[src/rtl/pot_quantizer_if.sv]
// Handshake bundle for pot_quantizer: value in, power-of-two weight code out.
interface pot_quantizer_if #(
    parameter int WEIGHT_BIT_WIDTH = 4,
    parameter int VALUE_BIT_WIDTH  = 12
) ();
    logic                        in_valid;
    logic                        in_ready;
    logic [VALUE_BIT_WIDTH-1:0]  in;
    logic                        out_valid;
    logic                        out_ready;
    logic [WEIGHT_BIT_WIDTH-1:0] weight;
    logic                        zero;
    logic                        saturated;

    modport master (
        output in_valid, in, out_ready,
        input  in_ready, out_valid, weight, zero, saturated
    );

    modport slave (
        input  in_valid, in, out_ready,
        output in_ready, out_valid, weight, zero, saturated
    );
endinterface

[src/rtl/pot_quantizer.sv]
// Quantizes a signed value to a sign + exponent power-of-two code by a leading-one scan.
// Define POT_QUANTIZER_ROUND_EN for round-to-nearest; otherwise the exponent truncates.
module pot_quantizer #(
    parameter int WEIGHT_BIT_WIDTH = 4,
    parameter int VALUE_BIT_WIDTH  = 12
) (
    input  logic           clk,
    input  logic           rst_n,
    pot_quantizer_if.slave bus
);
    localparam int IDX_W = $clog2(VALUE_BIT_WIDTH);
    localparam int EXP_W = WEIGHT_BIT_WIDTH - 1;
    localparam int R_W   = (IDX_W + 1 > EXP_W) ? IDX_W + 2 : EXP_W + 1;
    localparam int EMAX  = (1 << EXP_W) - 1;
    localparam logic [R_W-1:0]   EMAX_R  = R_W'(EMAX);
    localparam logic [IDX_W-1:0] IDX_TOP = IDX_W'(VALUE_BIT_WIDTH - 1);

    typedef enum logic [1:0] {
        IDLE = 2'd0,
        SCAN = 2'd1,
        DONE = 2'd2
    } state_t;

    state_t                      state_r;
    logic [VALUE_BIT_WIDTH-1:0]  mag_r;
    logic                        sign_r;
    logic [IDX_W-1:0]            idx_r;
    logic                        in_ready_r;
    logic                        out_valid_r;
    logic [WEIGHT_BIT_WIDTH-1:0] weight_r;
    logic                        zero_r;
    logic                        sat_r;

    logic [VALUE_BIT_WIDTH-1:0]  abs_s;
    logic                        round_s;
    logic [R_W-1:0]              r_s;
    logic                        sat_s;
    logic [EXP_W-1:0]            exp_s;

`ifdef POT_QUANTIZER_ROUND_EN
    // Bit just below the leading one decides the round-up; nothing below bit 0.
    function automatic logic bit_below(input logic [VALUE_BIT_WIDTH-1:0] m,
                                       input logic [IDX_W-1:0] i);
        logic b;
        if (i == '0) begin
            b = 1'b0;
        end else begin
            b = m[i - IDX_W'(1)];
        end
        return b;
    endfunction
`endif

    // Magnitude of the incoming value; the most negative value maps to 2^(N-1).
    always_comb begin
        if (bus.in[VALUE_BIT_WIDTH-1]) begin
            abs_s = ~bus.in + VALUE_BIT_WIDTH'(1);
        end else begin
            abs_s = bus.in;
        end
    end

    // Rounded exponent for the current scan position, clipped to EMAX.
    always_comb begin
`ifdef POT_QUANTIZER_ROUND_EN
        round_s = bit_below(mag_r, idx_r);
`else
        round_s = 1'b0;
`endif
        r_s = R_W'(idx_r) + R_W'(round_s);
        if (r_s > EMAX_R) begin
            sat_s = 1'b1;
            exp_s = EMAX_R[EXP_W-1:0];
        end else begin
            sat_s = 1'b0;
            exp_s = r_s[EXP_W-1:0];
        end
    end

    // Control FSM with registered handshake and result outputs.
    always_ff @(posedge clk or negedge rst_n) begin
        if (!rst_n) begin
            state_r     <= IDLE;
            mag_r       <= '0;
            sign_r      <= 1'b0;
            idx_r       <= '0;
            in_ready_r  <= 1'b1;
            out_valid_r <= 1'b0;
            weight_r    <= '0;
            zero_r      <= 1'b0;
            sat_r       <= 1'b0;
        end else begin
            case (state_r)
                IDLE: begin
                    if (bus.in_valid) begin
                        mag_r      <= abs_s;
                        sign_r     <= bus.in[VALUE_BIT_WIDTH-1];
                        idx_r      <= IDX_TOP;
                        in_ready_r <= 1'b0;
                        state_r    <= SCAN;
                    end
                end
                SCAN: begin
                    if (mag_r[idx_r]) begin
                        weight_r    <= {sign_r, exp_s};
                        zero_r      <= 1'b0;
                        sat_r       <= sat_s;
                        out_valid_r <= 1'b1;
                        state_r     <= DONE;
                    end else if (idx_r == '0) begin
                        weight_r    <= '0;
                        zero_r      <= 1'b1;
                        sat_r       <= 1'b0;
                        out_valid_r <= 1'b1;
                        state_r     <= DONE;
                    end else begin
                        idx_r <= idx_r - IDX_W'(1);
                    end
                end
                DONE: begin
                    if (bus.out_ready) begin
                        out_valid_r <= 1'b0;
                        in_ready_r  <= 1'b1;
                        state_r     <= IDLE;
                    end
                end
                default: begin
                    state_r     <= IDLE;
                    in_ready_r  <= 1'b1;
                    out_valid_r <= 1'b0;
                end
            endcase
        end
    end

    assign bus.in_ready  = in_ready_r;
    assign bus.out_valid = out_valid_r;
    assign bus.weight    = weight_r;
    assign bus.zero      = zero_r;
    assign bus.saturated = sat_r;
endmodule

[src/flat_wrapper.sv]
// flat-port wrapper written by rule: the top's interface ports become plain ports
module pot_quantizer_flat 
#(
    parameter int WEIGHT_BIT_WIDTH = 4,
    parameter int VALUE_BIT_WIDTH  = 12
)
  (clk, rst_n, bus_in_valid, bus_in, bus_out_ready, bus_in_ready, bus_out_valid, bus_weight, bus_zero, bus_saturated);
  pot_quantizer_if #(.WEIGHT_BIT_WIDTH(WEIGHT_BIT_WIDTH), .VALUE_BIT_WIDTH(VALUE_BIT_WIDTH)) bus_i ();
  input  logic clk;
  input  logic rst_n;
  input wire logic [$bits(bus_i.in_valid)-1:0] bus_in_valid;
  input wire logic [$bits(bus_i.in)-1:0] bus_in;
  input wire logic [$bits(bus_i.out_ready)-1:0] bus_out_ready;
  output wire logic [$bits(bus_i.in_ready)-1:0] bus_in_ready;
  output wire logic [$bits(bus_i.out_valid)-1:0] bus_out_valid;
  output wire logic [$bits(bus_i.weight)-1:0] bus_weight;
  output wire logic [$bits(bus_i.zero)-1:0] bus_zero;
  output wire logic [$bits(bus_i.saturated)-1:0] bus_saturated;
  assign bus_i.in_valid = bus_in_valid;
  assign bus_i.in = bus_in;
  assign bus_i.out_ready = bus_out_ready;
  assign bus_in_ready = bus_i.in_ready;
  assign bus_out_valid = bus_i.out_valid;
  assign bus_weight = bus_i.weight;
  assign bus_zero = bus_i.zero;
  assign bus_saturated = bus_i.saturated;
  pot_quantizer #(.WEIGHT_BIT_WIDTH(WEIGHT_BIT_WIDTH), .VALUE_BIT_WIDTH(VALUE_BIT_WIDTH)) u_core (.clk(clk), .rst_n(rst_n), .bus(bus_i));
endmodule
[config.mk]
export PLATFORM = sky130hd
export DESIGN_NAME = pot_quantizer_flat
export DESIGN_NICKNAME = d
export VERILOG_FILES = /design/src/rtl/pot_quantizer_if.sv /design/src/rtl/pot_quantizer.sv /design/src/flat_wrapper.sv
export SDC_FILE = /design/constraint.sdc
export NUM_CORES = 1
export LEC_CHECK = 0
export BUFFER_PORTS_ARGS = -buffer_cell sky130_fd_sc_hd__buf_2
export CAP_MARGIN = 5
export CORE_ASPECT_RATIO = 2
export CORE_UTILIZATION = 55
export DETAILED_ROUTE_END_ITERATION = 10
export PLACE_DENSITY = 0.74
export SLEW_MARGIN = 30
export SYNTH_ARGS = -nofsm -noshare
export SYNTH_HDL_FRONTEND = slang
export SYNTH_SLANG_ARGS = --single-unit
[constraint.sdc]
create_clock -name clk -period 2.5 [get_ports clk]
set_input_delay 0.5 -clock clk [delete_from_list [all_inputs] [get_ports clk]]
set_output_delay 0.5 -clock clk [all_outputs]
set_load 0.05 [all_outputs]
==> impl_metrics.env <==
export IMPL_mappedNetlistArea_sq_um=1470
export IMPL_gr_usage_all_layers_pct=22.0
export IMPL_yosys_warnings=0
export IMPL_diodes=0
export IMPL_p_leak_nw=0.784
export IMPL_cp_arrival_ns=2.39
export IMPL_avgSynthCellArea_sq_um=9.48
export IMPL_wl_met3_microns=54
export IMPL_startpoint="u_core.idx_r[1]$_DFFE_PN0P_"
export IMPL_fin_tns_setup_ns=0
export IMPL_final_common_cell="dfrtp_1"
export IMPL_place_congestion=0.730
export IMPL_cp_endpoint="u_core.idx_r[0]$_DFFE_PN0P_"
export IMPL_synth_cells=155
export IMPL_path_delay_family="simple AND/OR/NAND/NOR gates"
export IMPL_finalSetupViolations=0
export IMPL_min_period_over_period_pct=89.1
export IMPL_antenna_found_initial=0
export IMPL_max_vdd_ir_drop_mv=0.497
export IMPL_htreeDepth=1
export IMPL_drtIter0Drc=30
export IMPL_slew_headroom_pct=59.7
export IMPL_cp_depth=5
export IMPL_end_kind="register"
export IMPL_root_buffer="clkbuf_8"
export IMPL_die_area_sq_um=2900
export IMPL_vias=1166
export IMPL_power_density_nw_per_um2=1210
export IMPL_reg2reg_depth=5
export IMPL_crit_required_ns=2.67
export IMPL_clk_pin_slew_ns=0.09
export IMPL_top_layer="met4"
export IMPL_skew_ns=0.00435
export IMPL_worst_path_max_delay_cell="dfrtp_1"
export IMPL_worstPathCellList="mux2i_1 > o22ai_1 > or3_1 > or3_4 > mux2_2"
export IMPL_initial_core_util_pct=57.9
export IMPL_cts_buffers=3
export IMPL_rows=26
export IMPL_grt_setup_unrepaired="no"
export IMPL_clockBufferDepth=2
export IMPL_die_y_microns=75.1
export IMPL_die_width_microns=38.6
export IMPL_tightestPinTransition_ns=0.604
export IMPL_clk_latency_ns=0.27
export IMPL_synth_cell_types=39
export IMPL_mostFrequentLayoutCells="dfrtp_1 (26), buf_2 (23), nand2_1 (19)"
export IMPL_drt_total_wl_microns=2780
export IMPL_fmax_ghz=0.449
export IMPL_viasPerCell=5.72
export IMPL_nets=196
export IMPL_core_area_sq_um=2540
export IMPL_drive_gt1_share_pct=18.8
export IMPL_path_buf_inv=0
export IMPL_ioPinCount=24
export IMPL_cts_sinks=27
export IMPL_seq_area_frac_synth_pct=46.0
export IMPL_ant_nets=0
export IMPL_drt_pass1_iterations=4
export IMPL_r2r_start="u_core.idx_r[1]$_DFFE_PN0P_"
export IMPL_tritoncts="done"
export IMPL_ys_ff_latch=27
export IMPL_cts_hold_buffers=0
export IMPL_finalHoldViolations=0
export IMPL_drc_errors=0
export IMPL_status="finished clean"
export IMPL_met2WireLength_microns=1620
export IMPL_drt_wirelength_per_cell_microns=13.6
export IMPL_grt_pass1_wl_microns=4440
export IMPL_path_class="register to register"
export IMPL_cts_setup_buffers=0
export IMPL_place_hpwl_microns=2230
export IMPL_slew_viol_final=0
export IMPL_overflow=0
export IMPL_maxCapViolCount=0
export IMPL_fin_crit_ns=2.23
export IMPL_portBuffers=23
export IMPL_first_global_vias=1160
export IMPL_r2r_end="u_core.idx_r[0]$_DFFE_PN0P_"
export IMPL_holdWs_ns=0.212
export IMPL_start_kind="register"
export IMPL_grt_max_degree=28
export IMPL_r2r_setup_slack_ns=0.27
export IMPL_synthesis_nets=174
export IMPL_cts_resized=0
export IMPL_hp_class="primary input to async pin"
export IMPL_syn_to_final_growth_pct=11.1
export IMPL_wl_met1_microns=1030
export IMPL_critical_path_max_stage_delay_ns=0.54
export IMPL_crit_path_max_fanout=9
-- final cells by class --
| type | count | area (sq um) |
|---|---|---|
| Clock buffer | 4 | 45.0 |
| Fill cell | 234 | 905 |
| Multi-Input combinational cell | 114 | 723 |
| Inverter | 6 | 22.5 |
| Sequential cell | 27 | 677 |
| Timing Repair Buffer | 25 | 130 |
| Tap cell | 28 | 35.0 |
-- Yosys cell counts, drive strengths merged --
| library cell | instances | area [sq um] |
|---|---|---|
| a31oi | 1 | 6.26 |
| xor2 | 7 | 61.3 |
| nor3b | 1 | 7.51 |
| o32ai | 2 | 17.5 |
| nor2 | 17 | 63.8 |
| mux2 | 1 | 11.3 |
| buf | 3 | 27.5 |
| nand2 | 19 | 71.3 |
| o2bb2ai | 3 | 26.3 |
| o31ai | 5 | 37.5 |
| nand4b | 1 | 8.76 |
| ha | 3 | 37.5 |
| o22a | 1 | 8.76 |
| a21oi | 4 | 20.0 |
| and3 | 1 | 6.26 |
| o41ai | 1 | 8.76 |
| o21ai | 15 | 75.1 |
| xnor2 | 2 | 17.5 |
| or3 | 5 | 36.3 |
| and2 | 1 | 6.26 |
| inv | 6 | 22.5 |
| clkbuf | 5 | 20.0 |
| nand2b | 1 | 6.26 |
| or4 | 3 | 22.5 |
| nor2b | 1 | 6.26 |
| a22o | 2 | 17.5 |
| mux2i | 8 | 80.1 |
| nor3 | 2 | 10.0 |
| o211ai | 1 | 7.51 |
| or3b | 2 | 17.5 |
| dfstp | 1 | 26.3 |
| o22ai | 1 | 6.26 |
| nand4 | 1 | 6.26 |
| nand3b | 2 | 15.0 |
| dfrtp | 26 | 651 |
-- power breakdown --
group	internal [mW]	total [mW]	switching (mW)	leakage [nW]
combinational	0.345	0.925	0.580	0.433
clock	0.114	0.244	0.130	0.0228
sequential	0.638	0.804	0.166	0.328
-- metal layers --
metal	up-vias	GRT usage, %
met2	25	44.4
met5	-	0
met1	546	18.0
li1	589	-
met3	6	2.65
met4	0	13.0
-- cells by family after synthesis --
| kind of cell | count (synthesis) | synth area share [%] |
|---|---|---|
| fa+ha+maj | 3 | 2.55 |
| mux | 9 | 6.21 |
| flops | 27 | 46.0 |
| simple gates | 57 | 19.3 |
| xor+xnor | 9 | 5.36 |
| buf+inv | 14 | 4.76 |
| compound gates | 36 | 15.7 |
-- worst min path at each step --
stage	from	endpoint	slack [ns]
finish	rst_n	u_core.state_r[0]$_DFFE_PN0P_	0.21
global route	rst_n	u_core.state_r[0]$_DFFE_PN0P_	0.25
CTS	rst_n	u_core.state_r[0]$_DFFE_PN0P_	0.23
detailed placement	u_core.bus.weight[0]$_DFFE_PN0P_	u_core.bus.weight[0]$_DFFE_PN0P_	0.47
global placement	u_core.mag_r[10]$_DFFE_PN0P_	u_core.mag_r[10]$_DFFE_PN0P_	0.46
floorplan	rst_n	u_core.bus.out_valid$_DFFE_PN0P_	0.20
-- state kept, by name (all words and copies together), names as in the netlist --
signal                flops
u_core.mag_r             12
u_core.bus.weight         4
u_core.idx_r              4
u_core.state_r            2
u_core.bus.in_ready       1
u_core.bus.out_valid      1
u_core.bus.saturated      1
u_core.bus.zero           1
u_core.sign_r             1
-- stage by stage --
stage | utilization [%] | instance area, sq um | worst slack (ns) | total power, mW | cells
after CTS | 64.3 | 1630 | 0.262 | 1.99 | 204
after detailed placement | 62.6 | 1590 | 0.262 | 1.75 | 200
after global routing | 64.3 | 1630 | 0.170 | 2.13 | 204
after floorplan | - | 1470 | 0.489 | 1.54 | 155
after global placement | 62.6 | 1590 | 0.285 | 1.72 | 200
final | 64.3 | 1630 | 0.273 | 1.97 | 204
-- worst register-to-register path, delay by kind of cell (launching register included) --
kind / cells / cell delay (ns)
mux: 2 / 0.53
flops: 1 / 0.54
simple gates: 2 / 0.93
compound gates: 1 / 0.13
(Power assumes the default switching activity.)
